--- config.mk ---
export PLATFORM = sky130hd
export DESIGN_NAME = mdu_iter
export DESIGN_NICKNAME = d
export VERILOG_FILES = /design/src/rtl/mdu_pkg.sv /design/src/rtl/mdu_div_core.sv /design/src/rtl/mdu_iter.sv
export SDC_FILE = /design/constraint.sdc
export NUM_CORES = 2
export LEC_CHECK = 0
export CORE_MARGIN = 3
export CORE_UTILIZATION = 45
export DETAILED_ROUTE_END_ITERATION = 6
export PLACE_DENSITY_LB_ADDON = 0.08
export SLEW_MARGIN = 20
export SYNTH_ARGS = -nofsm -noshare
export SYNTH_HDL_FRONTEND = slang
export SYNTH_HIERARCHICAL = 1
export SYNTH_SLANG_ARGS = --single-unit
export TNS_END_PERCENT = 50
--- constraint.sdc ---
create_clock -name clk -period 3.3 [get_ports clk]
set_clock_uncertainty 0.05 [all_clocks]
set_input_delay 0.66 -clock clk [delete_from_list [all_inputs] [get_ports clk]]
set_output_delay 0.66 -clock clk [all_outputs]
set_load 0.01 [all_outputs]
--- src/rtl/mdu_pkg.sv ---
// Shared types and helpers for the multi-cycle multiply/divide unit.
// Optional feature macro: MDU_MADD_EN (multiply-accumulate ops 4-7).
package mdu_pkg;

  typedef enum logic [2:0] {
    OP_MULT  = 3'd0,
    OP_MULTU = 3'd1,
    OP_DIV   = 3'd2,
    OP_DIVU  = 3'd3,
    OP_MADD  = 3'd4,
    OP_MADDU = 3'd5,
    OP_MSUB  = 3'd6,
    OP_MSUBU = 3'd7
  } op_t;

  typedef enum logic [1:0] {
    S_IDLE    = 2'd0,
    S_MUL     = 2'd1,
    S_DIV     = 2'd2,
    S_DIV_FIX = 2'd3
  } state_t;

  function automatic logic is_div(input op_t op);
    return (op == OP_DIV) || (op == OP_DIVU);
  endfunction

  // Even encodings are the signed flavours of each op pair.
  function automatic logic is_signed(input op_t op);
    return ~op[0];
  endfunction

  function automatic logic is_madd(input op_t op);
    return op[2];
  endfunction

  function automatic logic is_msub(input op_t op);
    return op[2] & op[1];
  endfunction

endpackage

--- src/rtl/mdu_div_core.sv ---
// Iterative restoring radix-2 divider on unsigned magnitudes.
// One quotient bit per cycle; done is high during the cycle of the final
// iteration so the results are valid in the registers on the following cycle.
module mdu_div_core #(
  parameter int WIDTH = 32
) (
  input  logic             clk,
  input  logic             reset,
  input  logic             go,
  input  logic [WIDTH-1:0] dividend,
  input  logic [WIDTH-1:0] divisor,
  output logic             done,
  output logic [WIDTH-1:0] quo,
  output logic [WIDTH-1:0] rem
);

  localparam int CW = $clog2(WIDTH + 1);

  logic [WIDTH-1:0] rem_q, quo_q, dvs_q;
  logic [CW-1:0]    cnt;
  logic             active;
  logic [WIDTH:0]   trial;
  logic [WIDTH:0]   diff;
  logic             ge;

  // Shift the next dividend bit into the partial remainder and trial-subtract.
  always_comb begin
    trial = {rem_q, quo_q[WIDTH-1]};
    diff  = trial - {1'b0, dvs_q};
    ge    = (trial >= {1'b0, dvs_q});
  end

  assign done = active && (cnt == CW'(1));
  assign quo  = quo_q;
  assign rem  = rem_q;

  // Load operands on go, then run WIDTH shift/subtract iterations.
  always_ff @(posedge clk or negedge reset) begin
    if (!reset) begin
      rem_q  <= '0;
      quo_q  <= '0;
      dvs_q  <= '0;
      cnt    <= '0;
      active <= 1'b0;
    end else if (go) begin
      rem_q  <= '0;
      quo_q  <= dividend;
      dvs_q  <= divisor;
      cnt    <= CW'(WIDTH);
      active <= 1'b1;
    end else if (active) begin
      rem_q <= ge ? diff[WIDTH-1:0] : trial[WIDTH-1:0];
      quo_q <= {quo_q[WIDTH-2:0], ge};
      cnt   <= cnt - CW'(1);
      if (cnt == CW'(1)) active <= 1'b0;
    end
  end

endmodule

--- src/rtl/mdu_iter.sv ---
// Multi-cycle multiply/divide unit with HI/LO result registers.
// Optional feature macro: MDU_MADD_EN -- ops 4-7 accumulate into {HI,LO};
// when undefined those ops are no-ops.
//
// Handshake: start is a one-cycle launch pulse that is accepted only when
// busy is low (start while busy is ignored). busy rises the cycle after an
// accepted start and falls on the edge that writes HI/LO. A direct write (we)
// is accepted only when idle and not accompanied by start.
module mdu_iter
  import mdu_pkg::*;
#(
  parameter int WIDTH      = 32,
  parameter int MUL_CYCLES = 5
) (
  input  logic             clk,
  input  logic             reset,
  input  logic             start,
  input  logic [2:0]       op,
  input  logic [WIDTH-1:0] D1,
  input  logic [WIDTH-1:0] D2,
  input  logic             we,
  input  logic             HiLo,
  output logic             busy,
  output logic [WIDTH-1:0] HI,
  output logic [WIDTH-1:0] LO,
  output logic [1:0]       dbg_state
);

  localparam int CW = $clog2(MUL_CYCLES) + 1;

  state_t             state, state_nxt;
  op_t                op_in;
  logic               mul_op, div_op, div_go, div_done, sgn;
  logic [CW-1:0]      cnt;
  logic [2*WIDTH-1:0] a_ext, b_ext, prod_nxt, prod_q, mul_res;
  logic [WIDTH-1:0]   mag1, mag2, quo, rem, quo_s, rem_s, d1_q;
  logic               qneg_q, rneg_q, dz_q;

  assign op_in  = op_t'(op);
  assign div_op = is_div(op_in);
  assign sgn    = is_signed(op_in);
`ifdef MDU_MADD_EN
  assign mul_op = !div_op;
`else
  assign mul_op = (op_in == OP_MULT) || (op_in == OP_MULTU);
`endif
  assign div_go    = (state == S_IDLE) && start && div_op;
  assign busy      = (state != S_IDLE);
  assign dbg_state = state;

  // Operand extension, full-width product and divider magnitudes.
  always_comb begin
    a_ext    = sgn ? {{WIDTH{D1[WIDTH-1]}}, D1} : {{WIDTH{1'b0}}, D1};
    b_ext    = sgn ? {{WIDTH{D2[WIDTH-1]}}, D2} : {{WIDTH{1'b0}}, D2};
    prod_nxt = a_ext * b_ext;
    mag1     = (sgn && D1[WIDTH-1]) ? -D1 : D1;
    mag2     = (sgn && D2[WIDTH-1]) ? -D2 : D2;
  end

  mdu_div_core #(.WIDTH(WIDTH)) u_div (
    .clk      (clk),
    .reset    (reset),
    .go       (div_go),
    .dividend (mag1),
    .divisor  (mag2),
    .done     (div_done),
    .quo      (quo),
    .rem      (rem)
  );

  // Sign correction of the magnitude results; MIN / -1 wraps naturally.
  always_comb begin
    quo_s = qneg_q ? -quo : quo;
    rem_s = rneg_q ? -rem : rem;
  end

`ifdef MDU_MADD_EN
  op_t op_q;

  // Remember which multiply flavour is in flight.
  always_ff @(posedge clk or negedge reset) begin
    if (!reset) op_q <= OP_MULT;
    else if ((state == S_IDLE) && start && mul_op) op_q <= op_in;
  end

  // Accumulate against the held HI/LO, modulo 2^(2*WIDTH).
  always_comb begin
    mul_res = prod_q;
    if (is_madd(op_q)) mul_res = is_msub(op_q) ? ({HI, LO} - prod_q) : ({HI, LO} + prod_q);
  end
`else
  assign mul_res = prod_q;
`endif

  // State register.
  always_ff @(posedge clk or negedge reset) begin
    if (!reset) state <= S_IDLE;
    else        state <= state_nxt;
  end

  // Next-state logic.
  always_comb begin
    state_nxt = state;
    case (state)
      S_IDLE: begin
        if (start && div_op)      state_nxt = S_DIV;
        else if (start && mul_op) state_nxt = S_MUL;
      end
      S_MUL:     if (cnt == '0) state_nxt = S_IDLE;
      S_DIV:     if (div_done)  state_nxt = S_DIV_FIX;
      S_DIV_FIX: state_nxt = S_IDLE;
      default:   state_nxt = S_IDLE;
    endcase
  end

  // Datapath: operand capture at launch, HI/LO writes at completion or direct write.
  always_ff @(posedge clk or negedge reset) begin
    if (!reset) begin
      HI     <= '0;
      LO     <= '0;
      cnt    <= '0;
      prod_q <= '0;
      d1_q   <= '0;
      qneg_q <= 1'b0;
      rneg_q <= 1'b0;
      dz_q   <= 1'b0;
    end else begin
      case (state)
        S_IDLE: begin
          if (start) begin
            if (mul_op) begin
              prod_q <= prod_nxt;
              cnt    <= CW'(MUL_CYCLES - 1);
            end
            if (div_op) begin
              d1_q   <= D1;
              qneg_q <= sgn & (D1[WIDTH-1] ^ D2[WIDTH-1]);
              rneg_q <= sgn & D1[WIDTH-1];
              dz_q   <= (D2 == '0);
            end
          end else if (we) begin
            if (HiLo) HI <= D1;
            else      LO <= D1;
          end
        end
        S_MUL: begin
          if (cnt == '0) {HI, LO} <= mul_res;
          else           cnt <= cnt - CW'(1);
        end
        S_DIV_FIX: begin
          if (dz_q) begin
            HI <= d1_q;
            LO <= '1;
          end else begin
            HI <= rem_s;
            LO <= quo_s;
          end
        end
        default: ;
      endcase
    end
  end

endmodule

=== After elaboration in Yosys (flattened, before gate mapping) ===
Index checks and enable logic that the tools add are counted.

* Register bits: 272
* Output and inout bits: 67
* Word-level logic and storage cells: 104

* Bitwise gates (word level): 4
* $add $sub $neg: 7
* Multiply operators: 1
* Muxes and demuxes: 37
* $lt $le $gt $ge: 1
* Reduce and logical (&&, ||, !) cells: 23
* Equal/unequal tests: 17

{| class="wikitable"
|+ Operators by type and width
! operator !! number
|-
| $mux 32 || 19
|-
| $pmux 32 s3 || 2
|-
| $mux 64 || 2
|-
| $neg 32->32 || 4
|-
| $mul 64x64->64 || 1
|-
| $ge 33x32->1 || 1
|-
| $logic_not 32->1 || 1
|-
| $sub 32x32->32 || 1
|-
| $ne 2x2->1 const B || 9
|-
| $mux 4 || 3
|-
| $mux 6 || 2
|-
| $reduce_and 5->1 || 2
|-
| $reduce_and 3->1 || 3
|-
| $mux 2 || 4
|-
| $pmux 2 s4 || 1
|-
| $pmux 4 s2 || 1
|-
| $logic_and 1x1->1 || 7
|-
| $eq 3x2->1 const B || 2
|-
| $eq 6x1->1 const B || 1
|-
| $reduce_bool 2->1 || 3
|-
| $sub 6x1->6 const B || 1
|-
| $eq 2x2->1 const B || 2
|-
| $logic_not 4->1 || 1
|-
| $reduce_and 4->1 || 1
|-
| 12 further kinds || 16
|}

=== Depth between registers and ports, before layout ===
* Word-level depth: 6
* Gate-level depth with buffers: 38
* Depth with buffers taken out: 34

=== Hierarchy ===
The synthesis kept the hierarchy.

{| class="wikitable"
|+ By module, submodules not included
! module !! cells an instance !! times used !! sequential area each (µm²) !! area each (µm²)
|-
| mdu_iter || 6,471 || 1 || 4,229.1 || 58,429.8
|-
| mdu_div_core || 759 || 1 || 2,577.5 || 6,473.7
|}

=== Least setup slack after synthesis ===
OpenSTA, ideal clock, no wires.

* Path kind: input to register
* Start: input port D1[31]
* End: register prod_q[57], in the netlist mul_res[57]
* Slack: -6.315 ns
* Cell stages on the path: 31
* Path buffers: 3
* Data arrival time: 9.441 ns
* Required time: 3.126 ns
* Cells stage by stage: clkbuf_1 > nor2b_1 > clkbuf_1 > clkbuf_1 > nand2_1 > fa_1 > inv_1 > fa_1 > fa_1 > inv_1 > fa_1 > inv_1 > fa_1 > fa_1 > fa_1 > inv_1 > fa_1 > fa_1 > inv_1 > fa_1 > ha_1 > a21oi_1 > nor2b_1 > o21ai_0 > nand2b_1 > a21o_1 > a21o_1 > a2111oi_0 > o31ai_1 > mux2i_1 > a211o_1

* Longest elaborated chain between the ends: 2

{| class="wikitable"
|+ Ends and longest elaborated chain
! item !! line !! source
|-
| start, declared || mdu_iter.sv:19 || <nowiki>input logic [WIDTH-1:0] D1,</nowiki>
|-
| $mux 64 || mdu_iter.sv:53 || <nowiki>a_ext = sgn ? {{WIDTH{D1[WIDTH-1]}}, D1} : {{WIDTH{1'b0}}, D1};</nowiki>
|-
| $mul 64x64->64 || mdu_iter.sv:55 || <nowiki>prod_nxt = a_ext * b_ext;</nowiki>
|-
| end signal, assigned || mdu_iter.sv:132 || <nowiki>prod_q <= prod_nxt;</nowiki>
|-
| end, declared || mdu_iter.sv:35 || <nowiki>logic [2*WIDTH-1:0] a_ext, b_ext, prod_nxt, prod_q, mul_res;</nowiki>
|}

No other way between the ends.
A chain may end at the register's enable or synchronous reset.

=== Final worst setup path ===
Ends and elaborated chain as after synthesis.

==> flow_summary.ini <==
[yosys]
ys_ff_latch = 272
avgSynthCellArea_um2 = 8.98
ys_types = 85
async_flop_share_pct = 100
post-synth-top-area-cell = fa_1
synthesis.instances = 7230
synthTopCellsByCount = 1,653 x inv_1, 1,412 x fa_1, 1,000 x nand2_1, 571 x and2_1, 359 x ha_1
synth_edf_count = 0
synthFlopType = dfrtp_1
synth_fp_nets = 9073
syn_area_um2 = 64900
yosys_warnings = 6
synth_top_area_share_pct = 43.6
synth_area_leaders = fa_1 44%, dfrtp_1 10%, inv_1 9.6%
ys_seq_area_share_pct = 10.5
synth_most_common_cell = inv_1

[timing]
period_minus_slack_ps = 8630
fin_ws_ps = -5330
rsz0062_at_grt = true
worst_pin_slew_ps = 845
finalHoldViolations = 0
fin_crit_sh_pct = 262
maxSlewViolCount = 0
slew_headroom_pct = 43.6
holdWs_ps = 426
setup_viol = 62
tns_ps = -256480
max_freq_ghz = 0.116

[worst_setup_path]
critPathSlowestCell = fa_2
crit_top_cell = fa_1
start_kind = input pin
r2r_start = u_div/quo[10]$_DFFE_PN0P_
path_max_fanout = 5
startpoint = D1[31]
cp_slowest_stage_delay_ps = 660
cp.arrival_ps = 9070
crit_type = in2reg
critPathRequiredTime_ps = 3740
cp-end-kind = register

[worst_hold_path]
worst_hold_startpoint = d1_q[17]$_DFFE_PN0P_
min_path_type = reg2reg

[route]
drc = 0
viasPerCell = 5.21
drt_first_pass_iters = 5
drt-total-wl_mm = 235
vias = 52136
wire_per_inst_um = 23.5
drt_iter0_markers = 3323
ant_nets = 0

[placement]
portBuffers = 138
place_congestion = 0.986
pre_cts_ws_ps = -6510
dpl.hpwl_mm = 190

[cells_and_area]
fin_util_pct = 56.8
drive_above_1_share_pct = 20.1
nets = 9939
area_delta_synth_final_pct = 24.7
nFillCells = 12793

[floorplan]
ioPinCount = 139
die_h_um = 386
die_w_um = 386
core_area_um2 = 142000
fp-row-count = 138
initial_core_util_pct = 45.6
die-area_um2 = 149000

[cts]
cts_tree = done
cts_htree_levels = 1
cts-root-buf = clkbuf_16
clk_latency_ps = 600
cts.sinks = 272
clockBufferDepth = 3
path_clk_slew_ps = 70
cts_buffers = 29

[flow_run]
max-cap-violations = 0

[status]
violations = setup timing
run_status = complete, but fails checks

[global_route]
grt_pass1_wl_mm = 351
grt_max_degree = 91
antenna_found_initial = 21
overflow = 0
grt_usage_pct = 31.8
grt_pass1_vias = 55872
-- per-layer routing --
layer	GRT usage [%]	up-vias	share of wire [%]
li1	-	23297	-
met3	4.83	384	6.9
met5	0	-	0.032
met2	52.3	1563	46
met4	11.1	12	4.5
met1	43.1	26880	42
-- cell type report --
class | count | area (um^2) | share of cell area (%)
Multi-Input combinational cell | 4902 | 52400 | 64.7
Inverter | 1654 | 6220 | 7.69
Antenna cell | 7 | 17.5 | 0.0217
Sequential cell | 272 | 6820 | 8.43
Clock inverter | 12 | 210 | 0.260
Clock buffer | 40 | 817 | 1.01
Timing Repair Buffer | 1237 | 12100 | 14.9
Tap cell | 1890 | 2360 | 2.92
-- registers in the layout (all words and copies together), names as in the netlist --
name and flops:
mul_res 64, rneg_q 1, qneg_q 1, dz_q 1, cnt 4, u_div/dvs_q 32
u_div/active 1, u_div/cnt 6, u_div/quo 32, HI 32, d1_q 32, dbg_state 2
u_div/rem 32, LO 32
-- placed cells by master, fill, tap and decap left out, types with 17 or more instances in the layout --
| cell type | synthesis | final |
|---|---|---|
| inv_1 | 1653 | 1581 |
| fa_1 | 1412 | 1338 |
| nand2_1 | 1000 | 978 |
| buf_4 | 6 | 869 |
| and2_1 | 571 | 549 |
| ha_1 | 359 | 314 |
| dfrtp_1 | 272 | 268 |
| o21ai_0 | 322 | 250 |
| nor2_1 | 189 | 181 |
| a21oi_1 | 164 | 141 |
| buf_12 | 0 | 130 |
| xor2_1 | 123 | 118 |
| xnor2_1 | 133 | 110 |
| mux2i_1 | 100 | 100 |
| buf_6 | 2 | 83 |
| clkdlybuf4s50_1 | 0 | 77 |
| fa_2 | 0 | 74 |
| inv_2 | 0 | 69 |
| a21o_1 | 64 | 64 |
| o21ai_1 | 13 | 60 |
| ha_4 | 0 | 42 |
| clkbuf_16 | 0 | 35 |
| nor3_1 | 34 | 31 |
| o31ai_1 | 38 | 30 |
| buf_2 | 4 | 30 |
| a311oi_1 | 30 | 29 |
| nand3_1 | 32 | 26 |
| and2_4 | 0 | 24 |
| xnor2_2 | 0 | 23 |
| nand4_1 | 22 | 22 |
| o21a_1 | 20 | 20 |
| nand2b_1 | 19 | 19 |
| o21ai_2 | 0 | 19 |
| a21oi_2 | 0 | 17 |
-- critical path: cells and delay by family --
kind	cells	cell delay [ps]
adders and majority gates	11	5550
buffers and inverters	9	920
AOI/OAI and AO/OA	6	1350
muxes	1	140
and+or+nand+nor	4	400
-- what timing repair did --
| action | in CTS | in global routing |
|---|---|---|
| cloned | 22 | 6 |
| setup endpoints to repair | 71 | 100 |
| endpoints found under the hold margin | 34 | 0 |
| pin swaps | 222 | 204 |
| hold buffers | 1 | 0 |
| resized for setup | 426 | 257 |
| buffers inserted | 78 | 58 |
-- cell families after synthesis --
group / share of synthesized area [%]
buf+inv: 12.0
simple gates: 14.6
fa+ha+maj: 50.5
compound gates: 7.37
flops: 10.5
xor+xnor: 3.45
mux: 1.59
-- final timing paths --
kind / end / slack, ps / cells past startpoint
setup / recovery: mul_res[57]$_DFFE_PN0P_ / -5330 / 31
hold / removal: d1_q[17]$_DFFE_PN0P_ / 430 / 2
setup reg to reg: LO[30]$_DFFE_PN0P_ / -170 / 11
hold reg to reg: d1_q[17]$_DFFE_PN0P_ / 430 / 2
max in group asynchronous: u_div/quo[8]$_DFFE_PN0P_ / 1730 / 3
min in group asynchronous: LO[16]$_DFFE_PN0P_ / 490 / 2
-- per-stage QoR --
step,cells,area [um^2]
3_5_place_dp,9807,75800
5_1_grt,10008,80900
6_report,10014,80900
4_1_cts,9954,79400
2_1_floorplan,7230,65800
3_3_place_gp,9807,75800
Power is left out: the tool's default activity adds up to more than one toggle a clock period on the data nets, which glitch-free logic cannot reach.
